$ cat config.mk
export PLATFORM = sky130hd
export DESIGN_NAME = mpu_cmd_sequencer
export DESIGN_NICKNAME = d
export VERILOG_FILES = /design/src/rtl/mpu_seq_pkg.sv /design/src/rtl/mpu_seq_perf.sv /design/src/rtl/mpu_cmd_sequencer.sv
export SDC_FILE = /design/constraint.sdc
export NUM_CORES = 1
export LEC_CHECK = 0
export ABC_AREA = 1
export CORE_ASPECT_RATIO = 1.1
export CORE_MARGIN = 4
export CORE_UTILIZATION = 60
export CTS_BUF_LIST = sky130_fd_sc_hd__clkbuf_4
export CTS_CLUSTER_SIZE = 40
export DETAILED_ROUTE_END_ITERATION = 16
export GPL_ROUTABILITY_DRIVEN = 0
export GPL_TIMING_DRIVEN = 0
export PLACE_DENSITY = 0.95
export SLEW_MARGIN = 20
export SYNTH_ARGS = -nofsm -noshare
export SYNTH_HDL_FRONTEND = slang
export SYNTH_SLANG_ARGS = --single-unit
$ cat constraint.sdc
create_clock -name clk -period 3.6 [get_ports clk]
set_input_delay 0.54 -clock clk [delete_from_list [all_inputs] [get_ports clk]]
set_output_delay 0.54 -clock clk [all_outputs]
set_load 0.01 [all_outputs]
$ cat src/rtl/mpu_seq_pkg.sv
// Shared types and helpers for the MPU tile command sequencer:
// the FSM state encoding and the systolic flush length.
package mpu_seq_pkg;

    typedef enum logic [2:0] {
        ST_IDLE  = 3'd0,
        ST_CLR   = 3'd1,
        ST_LD_C  = 3'd2,
        ST_OPACC = 3'd3,
        ST_FLUSH = 3'd4,
        ST_DRAIN = 3'd5,
        ST_DONE  = 3'd6
    } mpu_seq_state_e;

    // Cycles needed for partial sums to ripple through an ml x ml systolic array.
    function automatic int flush_len(input int ml);
        return 2 * ml - 1;
    endfunction

endpackage

$ cat src/rtl/mpu_seq_perf.sv
// Saturating busy/stall cycle counters for the MPU command sequencer.
// Only instantiated when MPU_SEQ_PERF_EN is defined.
module mpu_seq_perf (
    input  logic        clk,
    input  logic        reset_n,
    input  logic        busy,
    input  logic        stall,
    output logic [31:0] perf_busy,
    output logic [31:0] perf_stall
);

    always_ff @(posedge clk or negedge reset_n) begin
        if (!reset_n) begin
            perf_busy  <= '0;
            perf_stall <= '0;
        end else begin
            if (busy && (perf_busy != '1)) begin
                perf_busy <= perf_busy + 32'd1;
            end
            if (stall && (perf_stall != '1)) begin
                perf_stall <= perf_stall + 32'd1;
            end
        end
    end

endmodule

$ cat src/rtl/mpu_cmd_sequencer.sv
// Tile command sequencer for an ML x ML MPU: C load or clear, K outer-product
// steps, systolic flush and result drain. Optional perf counters: MPU_SEQ_PERF_EN.
module mpu_cmd_sequencer
    import mpu_seq_pkg::*;
#(
    parameter int ML = 4,
    parameter int KW = 8
) (
    input  logic          clk,
    input  logic          reset_n,
    input  logic          cmd_valid,
    output logic          cmd_ready,
    input  logic [KW-1:0] cmd_k,
    input  logic          cmd_load_c,
    input  logic          c_in_valid,
    output logic          c_in_ready,
    input  logic          ab_in_valid,
    output logic          ab_in_ready,
    output logic          c_valid,
    output logic          ab_valid,
    output logic          acc_clr,
    output logic          c_out_valid,
    input  logic          c_out_ready,
    output logic          done,
`ifdef MPU_SEQ_PERF_EN
    output logic [31:0]   perf_busy,
    output logic [31:0]   perf_stall,
`endif
    output logic [2:0]    state_dbg
);

    // Handshakes: a beat transfers in any cycle where valid and ready are both
    // high. Every ready is a pure decode of the registered state, so no ready
    // depends combinationally on a valid; valid may be held or dropped freely.

    localparam int RW = $clog2(ML + 1);
    localparam int FW = $clog2(flush_len(ML) + 1);
    localparam logic [RW-1:0] ROW_LAST   = RW'(ML - 1);
    localparam logic [FW-1:0] FLUSH_LAST = FW'(flush_len(ML) - 1);

    mpu_seq_state_e state_q, state_d;

    logic [KW-1:0] k_q;
    logic          load_c_q;
    logic [RW-1:0] row_cnt;
    logic [KW-1:0] k_cnt;
    logic [FW-1:0] flush_cnt;
    logic          row_beat;
    logic          k_beat;
    logic          state_entry;

    always_ff @(posedge clk or negedge reset_n) begin
        if (!reset_n) begin
            state_q <= ST_IDLE;
        end else begin
            state_q <= state_d;
        end
    end

    always_comb begin
        state_d     = state_q;
        cmd_ready   = 1'b0;
        c_in_ready  = 1'b0;
        c_valid     = 1'b0;
        ab_in_ready = 1'b0;
        ab_valid    = 1'b0;
        acc_clr     = 1'b0;
        c_out_valid = 1'b0;
        done        = 1'b0;
        row_beat    = 1'b0;
        k_beat      = 1'b0;
        case (state_q)
            ST_IDLE: begin
                cmd_ready = 1'b1;
                if (cmd_valid) begin
                    state_d = cmd_load_c ? ST_LD_C : ST_CLR;
                end
            end
            ST_CLR: begin
                acc_clr = 1'b1;
                state_d = (k_q == '0) ? ST_FLUSH : ST_OPACC;
            end
            ST_LD_C: begin
                c_in_ready = 1'b1;
                c_valid    = c_in_valid;
                row_beat   = c_in_valid;
                if (c_in_valid && (row_cnt == ROW_LAST)) begin
                    state_d = (k_q == '0) ? ST_FLUSH : ST_OPACC;
                end
            end
            ST_OPACC: begin
                ab_in_ready = 1'b1;
                ab_valid    = ab_in_valid;
                k_beat      = ab_in_valid;
                if (ab_in_valid && (k_cnt == k_q - 1'b1)) begin
                    state_d = ST_FLUSH;
                end
            end
            ST_FLUSH: begin
                if (flush_cnt == FLUSH_LAST) begin
                    state_d = ST_DRAIN;
                end
            end
            ST_DRAIN: begin
                c_out_valid = 1'b1;
                row_beat    = c_out_ready;
                if (c_out_ready && (row_cnt == ROW_LAST)) begin
                    state_d = ST_DONE;
                end
            end
            ST_DONE: begin
                done    = 1'b1;
                state_d = ST_IDLE;
            end
            default: begin
                state_d = ST_IDLE;
            end
        endcase
    end

    // Counters restart on every state change, so the terminal beat of one
    // phase leaves them at zero for the next and they never wrap.
    assign state_entry = (state_d != state_q);

    always_ff @(posedge clk or negedge reset_n) begin
        if (!reset_n) begin
            row_cnt   <= '0;
            k_cnt     <= '0;
            flush_cnt <= '0;
        end else if (state_entry) begin
            row_cnt   <= '0;
            k_cnt     <= '0;
            flush_cnt <= '0;
        end else begin
            if (row_beat) begin
                row_cnt <= row_cnt + 1'b1;
            end
            if (k_beat) begin
                k_cnt <= k_cnt + 1'b1;
            end
            if (state_q == ST_FLUSH) begin
                flush_cnt <= flush_cnt + 1'b1;
            end
        end
    end

    always_ff @(posedge clk or negedge reset_n) begin
        if (!reset_n) begin
            k_q      <= '0;
            load_c_q <= 1'b0;
        end else if (cmd_valid && (state_q == ST_IDLE)) begin
            k_q      <= cmd_k;
            load_c_q <= cmd_load_c;
        end
    end

    assign state_dbg = state_q;

`ifdef MPU_SEQ_PERF_EN
    logic perf_busy_ev;
    logic perf_stall_ev;

    assign perf_busy_ev  = (state_q != ST_IDLE);
    assign perf_stall_ev = ((state_q == ST_LD_C)  && !c_in_valid)  ||
                           ((state_q == ST_OPACC) && !ab_in_valid) ||
                           ((state_q == ST_DRAIN) && !c_out_ready);

    mpu_seq_perf u_perf (
        .clk        (clk),
        .reset_n    (reset_n),
        .busy       (perf_busy_ev),
        .stall      (perf_stall_ev),
        .perf_busy  (perf_busy),
        .perf_stall (perf_stall)
    );
`else
    // The load-C flag is only observed through the state path in this build.
    logic unused_load_c;
    assign unused_load_c = load_c_q;
`endif

endmodule

==> flow_results.xml, run 1 <==
<?xml version="1.0" encoding="UTF-8"?>
<metrics>
  <group name="synthesis">
    <metric name="syn-cell-area" unit="mm²">0.00175</metric>
    <metric name="number_of_synthesized_flops_with_an_enable_pin" unit="">0</metric>
    <metric name="yosys.cell_types.count" unit="">30</metric>
    <metric name="synth.top_cell.area_share" unit="">0.357</metric>
    <metric name="yosysSeqAreaShare" unit="">0.357</metric>
    <metric name="synth_area_leader_cell" unit="">sky130_fd_sc_hd__dfrtp_1</metric>
    <metric name="postSynthAreaPerCell" unit="µm²">8.24</metric>
    <metric name="synth.area.top_cells" unit="">sky130_fd_sc_hd__dfrtp_1, sky130_fd_sc_hd__nand2_1, sky130_fd_sc_hd__nor2_4</metric>
    <metric name="postSynth.asyncResetShare" unit="">1.00</metric>
    <metric name="synth.most_common_cell" unit="">sky130_fd_sc_hd__nand2_1</metric>
    <metric name="mappedNetlistNets" unit="">235</metric>
    <metric name="synthesis.instances" unit="">213</metric>
    <metric name="synth_warnings" unit="">0</metric>
    <metric name="synth_flop_cell" unit="">sky130_fd_sc_hd__dfrtp_1</metric>
    <metric name="synth_top_cells_by_count" unit="">sky130_fd_sc_hd__nand2_1, sky130_fd_sc_hd__nor2_1, sky130_fd_sc_hd__dfrtp_1</metric>
    <metric name="synth.ff_latch_count" unit="">25</metric>
  </group>
  <group name="sta">
    <metric name="setup_total_negative_slack" unit="ps">0</metric>
    <metric name="tightestPinTransition" unit="ps">537</metric>
    <metric name="final_min_period_over_clock_period" unit="">0.692</metric>
    <metric name="setup_repair_after_global_routing_missed_its_margin" unit="">no</metric>
    <metric name="hold_violations" unit="">0</metric>
    <metric name="setup_viol" unit="">0</metric>
    <metric name="max_slew_violation_count" unit="">0</metric>
    <metric name="fin_worst_skew" unit="ps">12.2</metric>
    <metric name="max_clock_freq" unit="GHz">0.401</metric>
    <metric name="relSlewSlack" unit="">0.642</metric>
    <metric name="finalWorstPathRequiredPeriod" unit="ps">2490</metric>
  </group>
  <group name="global_route">
    <metric name="grt-ovfl-total" unit="">0</metric>
    <metric name="first_global_vias" unit="">1383</metric>
    <metric name="tot_gr_track_use" unit="">0.197</metric>
    <metric name="first_pass_grt_wire_length" unit="µm">5970</metric>
    <metric name="initial_antenna_violation_count" unit="">0</metric>
    <metric name="grt_max_degree" unit="">26</metric>
  </group>
  <group name="critical_path">
    <metric name="crit_path_start" unit="">state_dbg[2]$_DFF_PN0_</metric>
    <metric name="critical-path-top-cell-by-count" unit="">sky130_fd_sc_hd__inv_2</metric>
    <metric name="ff_to_ff_setup_slack" unit="ps">1440</metric>
    <metric name="worst_r2r_path_depth" unit="">16</metric>
    <metric name="timing.critical_path.from_type" unit="">flop</metric>
    <metric name="critPathMaxStageDelay" unit="ps">530</metric>
    <metric name="worst-endpoint-required" unit="ps">3060</metric>
    <metric name="cp.arrival" unit="ps">1950</metric>
    <metric name="path_max_fanout" unit="">8</metric>
    <metric name="critical_path_cell_count" unit="">6</metric>
    <metric name="worst_r2r_startpoint" unit="">k_q[0]$_DFFE_PN0P_</metric>
    <metric name="timing.critical_path.buf_inv" unit="">3</metric>
    <metric name="critical_path.cell_chain" unit="">inv_2, nand2_2, nor2_4, nand2_1, inv_2, clkdlybuf4s50_1</metric>
    <metric name="worstSetupEndpointType" unit="">primary output</metric>
    <metric name="rr_endpoint" unit="">k_cnt[4]$_DFFE_PN0P_</metric>
    <metric name="timing.setup.critical_path_class" unit="">flop to primary output</metric>
    <metric name="critical_path.slowest_cell" unit="">sky130_fd_sc_hd__clkdlybuf4s50_1</metric>
    <metric name="critPathTopFamily" unit="">buffers and inverters</metric>
    <metric name="setup.worst_path.end" unit="">ab_valid</metric>
  </group>
  <group name="status">
    <metric name="status" unit="">finished clean</metric>
  </group>
  <group name="routing">
    <metric name="detail_route.drc_violations" unit="">0</metric>
    <metric name="highest_layer" unit="">met4</metric>
    <metric name="dr_wl_met3" unit="µm">154</metric>
    <metric name="drt-wirelength-per-cell" unit="µm">12.1</metric>
    <metric name="met2WireLength" unit="µm">1620</metric>
    <metric name="detailedRoute.firstIterationViolations" unit="">75</metric>
    <metric name="drt-pass1-iter-count" unit="">4</metric>
    <metric name="vias_per_cell" unit="">5.17</metric>
    <metric name="routed_wl" unit="µm">3340</metric>
    <metric name="drtAntennaViolNets" unit="">0</metric>
    <metric name="num_vias" unit="">1422</metric>
    <metric name="met1_length" unit="µm">1530</metric>
  </group>
  <group name="power_and_ir_drop">
    <metric name="power.leakage" unit="nW">0.961</metric>
    <metric name="power.density_cell_area" unit="mW/mm²">652</metric>
    <metric name="peak_supply_drop" unit="mV">0.622</metric>
    <metric name="fin_total_pwr" unit="mW">1.35</metric>
  </group>
  <group name="cts">
    <metric name="cts_setup_buffers" unit="">0</metric>
    <metric name="ctsHoldBuffers" unit="">0</metric>
    <metric name="cts-resized-gates" unit="">0</metric>
    <metric name="htree_levels" unit="">1</metric>
    <metric name="ctsRootBufferMaster" unit="">sky130_fd_sc_hd__clkbuf_4</metric>
    <metric name="numCtsBuffers" unit="">3</metric>
    <metric name="clock-sinks" unit="">25</metric>
    <metric name="clk_pin_slew" unit="ps">130</metric>
    <metric name="cts_tree" unit="">done</metric>
    <metric name="worst_skew_pair.late_latency" unit="ps">320</metric>
    <metric name="clock_tree.buffer_depth" unit="">2</metric>
  </group>
  <group name="floorplan">
    <metric name="placement_rows" unit="">20</metric>
    <metric name="top_level_i_o_count" unit="">26</metric>
    <metric name="core_area" unit="mm²">0.00278</metric>
    <metric name="die_height" unit="µm">64.7</metric>
    <metric name="initial_core_util" unit="">0.632</metric>
    <metric name="die_area" unit="mm²">0.00385</metric>
    <metric name="chipWidth" unit="µm">59.6</metric>
  </group>
  <group name="placed_design">
    <metric name="buffer_ports.inserted" unit="">25</metric>
    <metric name="detailed_place_hpwl" unit="µm">2590</metric>
  </group>
  <group name="cells_and_area">
    <metric name="final_nets" unit="">265</metric>
    <metric name="syn2layout_area_growth" unit="%">18.0</metric>
    <metric name="antennaDiodeCount" unit="">0</metric>
    <metric name="layout-drive-gt1-share" unit="">0.186</metric>
  </group>
  <group name="flow_run">
    <metric name="drv_cap" unit="">0</metric>
  </group>
  <group name="worst_hold_path">
    <metric name="min-delay-path-class" unit="">input port to asynchronous set/reset pin</metric>
  </group>
</metrics>
==> how the worst min path moves through the flow <==
stage                                         from                  endpoint  slack [ps]  depth (start not counted)
after floorplan                            reset_n  flush_cnt[0]$_DFFE_PN0P_         240                          0
after global placement    flush_cnt[2]$_DFFE_PN0P_  flush_cnt[2]$_DFFE_PN0P_         540                          2
after detailed placement  flush_cnt[2]$_DFFE_PN0P_  flush_cnt[2]$_DFFE_PN0P_         560                          2
after CTS                 flush_cnt[2]$_DFFE_PN0P_  flush_cnt[2]$_DFFE_PN0P_         590                          2
after global routing                       reset_n      k_cnt[7]$_DFFE_PN0P_         220                          1
final                                      reset_n      k_cnt[0]$_DFFE_PN0P_         190                          1
==> per-stage QoR <==
stage	worst slack [ps]	cell area [µm²]	util	hold WS, ps	instances
after floorplan	1730	1750	-	244	213
after global placement	1230	2050	0.736	536	271
after detailed placement	1220	2050	0.736	557	271
after CTS	1110	2080	0.747	588	275
after global routing	980	2070	0.745	220	275
final	1110	2070	0.745	185	275
==> worst reg2reg max path: cells and delay by family, from the launching register on <==
family	cells	cell delay [ps]
and+or+nand+nor	13	1030
DFF	1	430
buffers and inverters	2	330
adders and majority gates	1	260
==> cells by family (layout without fill, tap and decap cells) <==
logic type	Yosys count	in the layout	share of synthesized area
xor gates and xnor gates	18	18	0.0899
muxes	7	7	0.0435
adders and majority gates	7	7	0.0499
DFF	25	25	0.357
buffers and inverters	30	59	0.0785
and+or+nand+nor	114	114	0.342
AOI/OAI and AO/OA	12	12	0.0399
==> final cells by class <==
| cell class | count | area, µm² |
|---|---|---|
| multi-input cells | 158 | 991 |
| fillers | 200 | 707 |
| inverters | 25 | 93.8 |
| repair buffers | 25 | 245 |
| clock buffers | 4 | 30.0 |
| flip-flops and latches | 25 | 626 |
| well taps | 33 | 41.3 |
| plain buffers | 5 | 43.8 |
==> per-layer routing <==
metal  up-vias  global-route usage
met5         -                   0
met4         0              0.0499
met3         4              0.0259
met2        33               0.325
met1       661               0.269
li1        724                   -
==> registers in the layout (all words and copies together) (netlist names) <==
register / count
flush_cnt: 3
k_cnt: 8
k_q: 8
row_cnt: 3
state_dbg: 3
==> layout by cell type, fill, tap and decap left out, types with 3 or more instances in the layout <==
cell,count
sky130_fd_sc_hd__mux2_2,5
sky130_fd_sc_hd__inv_2,3
sky130_fd_sc_hd__clkbuf_4,4
sky130_fd_sc_hd__nor2_4,12
sky130_fd_sc_hd__dfrtp_1,25
sky130_fd_sc_hd__a21oi_1,7
sky130_fd_sc_hd__ha_1,7
sky130_fd_sc_hd__nor2_2,5
sky130_fd_sc_hd__nand2_1,43
sky130_fd_sc_hd__nor2_1,26
sky130_fd_sc_hd__nand2_2,5
sky130_fd_sc_hd__xnor2_1,8
sky130_fd_sc_hd__clkdlybuf4s50_1,24
sky130_fd_sc_hd__o21ai_0,3
sky130_fd_sc_hd__nand3_1,11
sky130_fd_sc_hd__xor2_1,10
sky130_fd_sc_hd__inv_1,22
==> power breakdown <==
group / total [mW] / leakage [nW] / internal (mW) / switching (mW)
logic: 0.791 / 0.622 / 0.341 / 0.451
clock network: 0.130 / 0.0184 / 0.0508 / 0.0794
registers: 0.429 / 0.321 / 0.347 / 0.0821
Power figures use the tool's default switching activity.
==> run 2: changes to the inputs <==
--- a/config.mk
+++ b/config.mk
@@ -8,13 +8,13 @@
 export ABC_AREA = 1
 export CORE_ASPECT_RATIO = 1.1
 export CORE_MARGIN = 4
-export CORE_UTILIZATION = 60
+export CORE_UTILIZATION = 56
 export CTS_BUF_LIST = sky130_fd_sc_hd__clkbuf_4
 export CTS_CLUSTER_SIZE = 40
 export DETAILED_ROUTE_END_ITERATION = 16
 export GPL_ROUTABILITY_DRIVEN = 0
 export GPL_TIMING_DRIVEN = 0
-export PLACE_DENSITY = 0.95
+export PLACE_DENSITY = 0.91
 export SLEW_MARGIN = 20
 export SYNTH_ARGS = -nofsm -noshare
 export SYNTH_HDL_FRONTEND = slang
==> constraint.sdc (replaced) <==
create_clock -name clk -period 2.4 [get_ports clk]
set_input_delay 0.36 -clock clk [delete_from_list [all_inputs] [get_ports clk]]
set_output_delay 0.36 -clock clk [all_outputs]
set_load 0.01 [all_outputs]
==> flow_results.xml, run 2 (same netlist as run 1, synthesis figures left out) <==
<?xml version="1.0" encoding="UTF-8"?>
<metrics>
  <group name="worst_hold_path">
    <metric name="min-delay-path-class" unit="">input port to asynchronous set/reset pin</metric>
  </group>
  <group name="power_and_ir_drop">
    <metric name="seqPwrFrac" unit="">0.314</metric>
    <metric name="power.share.combinational" unit="">0.591</metric>
    <metric name="peak_supply_drop" unit="mV">0.938</metric>
    <metric name="p_switching" unit="µW">937</metric>
    <metric name="power.clock.fraction" unit="">0.094</metric>
    <metric name="power.leakage" unit="nW">0.962</metric>
    <metric name="power.share.switching" unit="">0.461</metric>
    <metric name="power.density_cell_area" unit="mW/mm²">979</metric>
    <metric name="power_report.internal_total" unit="mW">1.09</metric>
  </group>
  <group name="placed_design">
    <metric name="dpl.cell_count" unit="">272</metric>
    <metric name="buffer_ports.inserted" unit="">25</metric>
    <metric name="detailed_place_hpwl" unit="µm">2770</metric>
  </group>
  <group name="cts">
    <metric name="numCtsBuffers" unit="">3</metric>
    <metric name="ctsHoldBuffers" unit="">0</metric>
    <metric name="cts_tree" unit="">done</metric>
    <metric name="clock_tree.buffer_depth" unit="">2</metric>
    <metric name="cts_setup_buffers" unit="">0</metric>
    <metric name="ctsRootBufferMaster" unit="">sky130_fd_sc_hd__clkbuf_4</metric>
    <metric name="clk_pin_slew" unit="ps">140</metric>
    <metric name="htree_levels" unit="">1</metric>
    <metric name="clock-sinks" unit="">25</metric>
    <metric name="worst_skew_pair.late_latency" unit="ps">320</metric>
  </group>
  <group name="cells_and_area">
    <metric name="antennaDiodeCount" unit="">0</metric>
    <metric name="most-common-layout-cells" unit="">sky130_fd_sc_hd__nand2_1, sky130_fd_sc_hd__nor2_1, sky130_fd_sc_hd__dfrtp_1</metric>
    <metric name="registers_with_the_most_flip_flops" unit="">k_cnt (8), k_q (8)</metric>
    <metric name="mostFrequentLayoutCell" unit="">sky130_fd_sc_hd__nand2_1</metric>
    <metric name="syn2layout_area_growth" unit="%">18.3</metric>
    <metric name="final_nets" unit="">265</metric>
    <metric name="layout-drive-gt1-share" unit="">0.190</metric>
    <metric name="final-instance-count-excl-fill" unit="">276</metric>
    <metric name="fillCellCount" unit="">244</metric>
  </group>
  <group name="routing">
    <metric name="detail_route.drc_violations" unit="">0</metric>
    <metric name="drt-wirelength-per-cell" unit="µm">13.0</metric>
    <metric name="drt-pass1-iter-count" unit="">4</metric>
    <metric name="met2WireLength" unit="µm">1880</metric>
    <metric name="dr_wl_met3" unit="µm">131</metric>
    <metric name="routed_wl" unit="µm">3600</metric>
    <metric name="detailedRoute.firstIterationViolations" unit="">101</metric>
    <metric name="highest_layer" unit="">met4</metric>
    <metric name="num_vias" unit="">1461</metric>
    <metric name="vias_per_cell" unit="">5.29</metric>
    <metric name="met1_length" unit="µm">1510</metric>
    <metric name="drtAntennaViolNets" unit="">0</metric>
  </group>
  <group name="critical_path">
    <metric name="worstSetupEndpointType" unit="">primary output</metric>
    <metric name="path_max_fanout" unit="">8</metric>
    <metric name="worst_r2r_path_depth" unit="">16</metric>
    <metric name="worst-endpoint-required" unit="ps">2040</metric>
    <metric name="timing.critical_path.from_type" unit="">flop</metric>
    <metric name="timing.setup.critical_path_class" unit="">flop to primary output</metric>
    <metric name="cp.arrival" unit="ps">1860</metric>
  </group>
  <group name="sta">
    <metric name="tightestPinTransition" unit="ps">563</metric>
    <metric name="setup_total_negative_slack" unit="ps">0</metric>
    <metric name="fin_worst_skew" unit="ps">8.10</metric>
    <metric name="setup_viol" unit="">0</metric>
    <metric name="setup_repair_after_global_routing_missed_its_margin" unit="">no</metric>
    <metric name="max_slew_violation_count" unit="">0</metric>
    <metric name="relSlewSlack" unit="">0.625</metric>
    <metric name="hold_violations" unit="">0</metric>
    <metric name="hold-worst-slack" unit="ps">0.955</metric>
    <metric name="max_clock_freq" unit="GHz">0.451</metric>
    <metric name="finalWorstPathRequiredPeriod" unit="ps">2220</metric>
    <metric name="final_min_period_over_clock_period" unit="">0.924</metric>
  </group>
  <group name="status">
    <metric name="status" unit="">finished clean</metric>
  </group>
  <group name="global_route">
    <metric name="first_pass_grt_wire_length" unit="µm">6240</metric>
    <metric name="grt_max_degree" unit="">26</metric>
    <metric name="initial_antenna_violation_count" unit="">0</metric>
    <metric name="tot_gr_track_use" unit="">0.200</metric>
    <metric name="grt-ovfl-total" unit="">0</metric>
    <metric name="first_global_vias" unit="">1454</metric>
  </group>
  <group name="flow_run">
    <metric name="drv_cap" unit="">0</metric>
  </group>
  <group name="floorplan">
    <metric name="die_area" unit="mm²">0.00409</metric>
    <metric name="chipWidth" unit="µm">61.4</metric>
    <metric name="core_area" unit="mm²">0.00302</metric>
    <metric name="top_level_i_o_count" unit="">26</metric>
    <metric name="initial_core_util" unit="">0.581</metric>
    <metric name="placement_rows" unit="">21</metric>
    <metric name="die_height" unit="µm">66.7</metric>
  </group>
</metrics>
[run 2: power by group through the flow]
stage	registers, mW	logic, mW	clock network [mW]
2_1_floorplan	0.627	0.901	0
3_3_place_gp	0.641	1.16	0
3_5_place_dp	0.645	1.20	0
4_1_cts	0.636	1.20	0.198
5_1_grt	0.652	1.33	0.212
6_report	0.639	1.20	0.192
[run 2: area by class of cell]
cell class | instances | area (µm²) | area share
inverter | 25 | 96.3 | 0.0464
sequential | 25 | 626 | 0.302
clock inverter | 1 | 5.00 | 0.00241
timing repair buffer | 25 | 245 | 0.118
buffer | 5 | 43.8 | 0.0211
multi-input combinational | 158 | 993 | 0.479
tap | 34 | 42.5 | 0.0205
clock buffer | 3 | 22.5 | 0.0109
[run 2: stage by stage]
stage | instance area, µm² | setup slack [ps] | power, mW | utilization
finish | 2070 | 182 | 2.03 | 0.687
floorplan | 1750 | 531 | 1.53 | -
detailed placement | 2040 | 230 | 1.84 | 0.676
CTS | 2070 | 69.4 | 2.04 | 0.685
global route | 2070 | 55.7 | 2.19 | 0.687
global placement | 2050 | 304 | 1.81 | 0.677
[run 2: timing repair]
action                                  CTS  global route
hold endpoints to repair                  0             0
gates resized for setup                   0             2
endpoints found under the setup margin    0             1
[run 2: path summary, 6_finish.rpt]
path                                               start                  endpoint  slack (ps)
worst max-delay path              state_dbg[2]$_DFF_PN0_                  ab_valid         180
worst min-delay path                             reset_n        k_q[5]$_DFFE_PN0P_           1
worst max register to register        k_q[0]$_DFFE_PN0P_    row_cnt[0]$_DFFE_PN0P_         190
worst min register to register  flush_cnt[2]$_DFFE_PN0P_  flush_cnt[2]$_DFFE_PN0P_         600
max in group asynchronous                        reset_n  flush_cnt[2]$_DFFE_PN0P_        2020
min in group clk                flush_cnt[2]$_DFFE_PN0P_  flush_cnt[2]$_DFFE_PN0P_         600
[run 2: worst max-delay path, stage by stage, from the launching register on]
cell and delay, ps:
sky130_fd_sc_hd__dfrtp_1 440, sky130_fd_sc_hd__inv_4 120, sky130_fd_sc_hd__nand2_2 90, sky130_fd_sc_hd__nor2_4 130, sky130_fd_sc_hd__nand2_2 110, sky130_fd_sc_hd__inv_2 90
sky130_fd_sc_hd__clkdlybuf4s50_1 550
[run 2: routing by layer]
| metal | vias to the layer above | global-route usage |
|---|---|---|
| li1 | 723 | - |
| met1 | 692 | 0.239 |
| met2 | 39 | 0.361 |
| met3 | 7 | 0.0291 |
| met4 | 0 | 0.0610 |
| met5 | - | 0 |
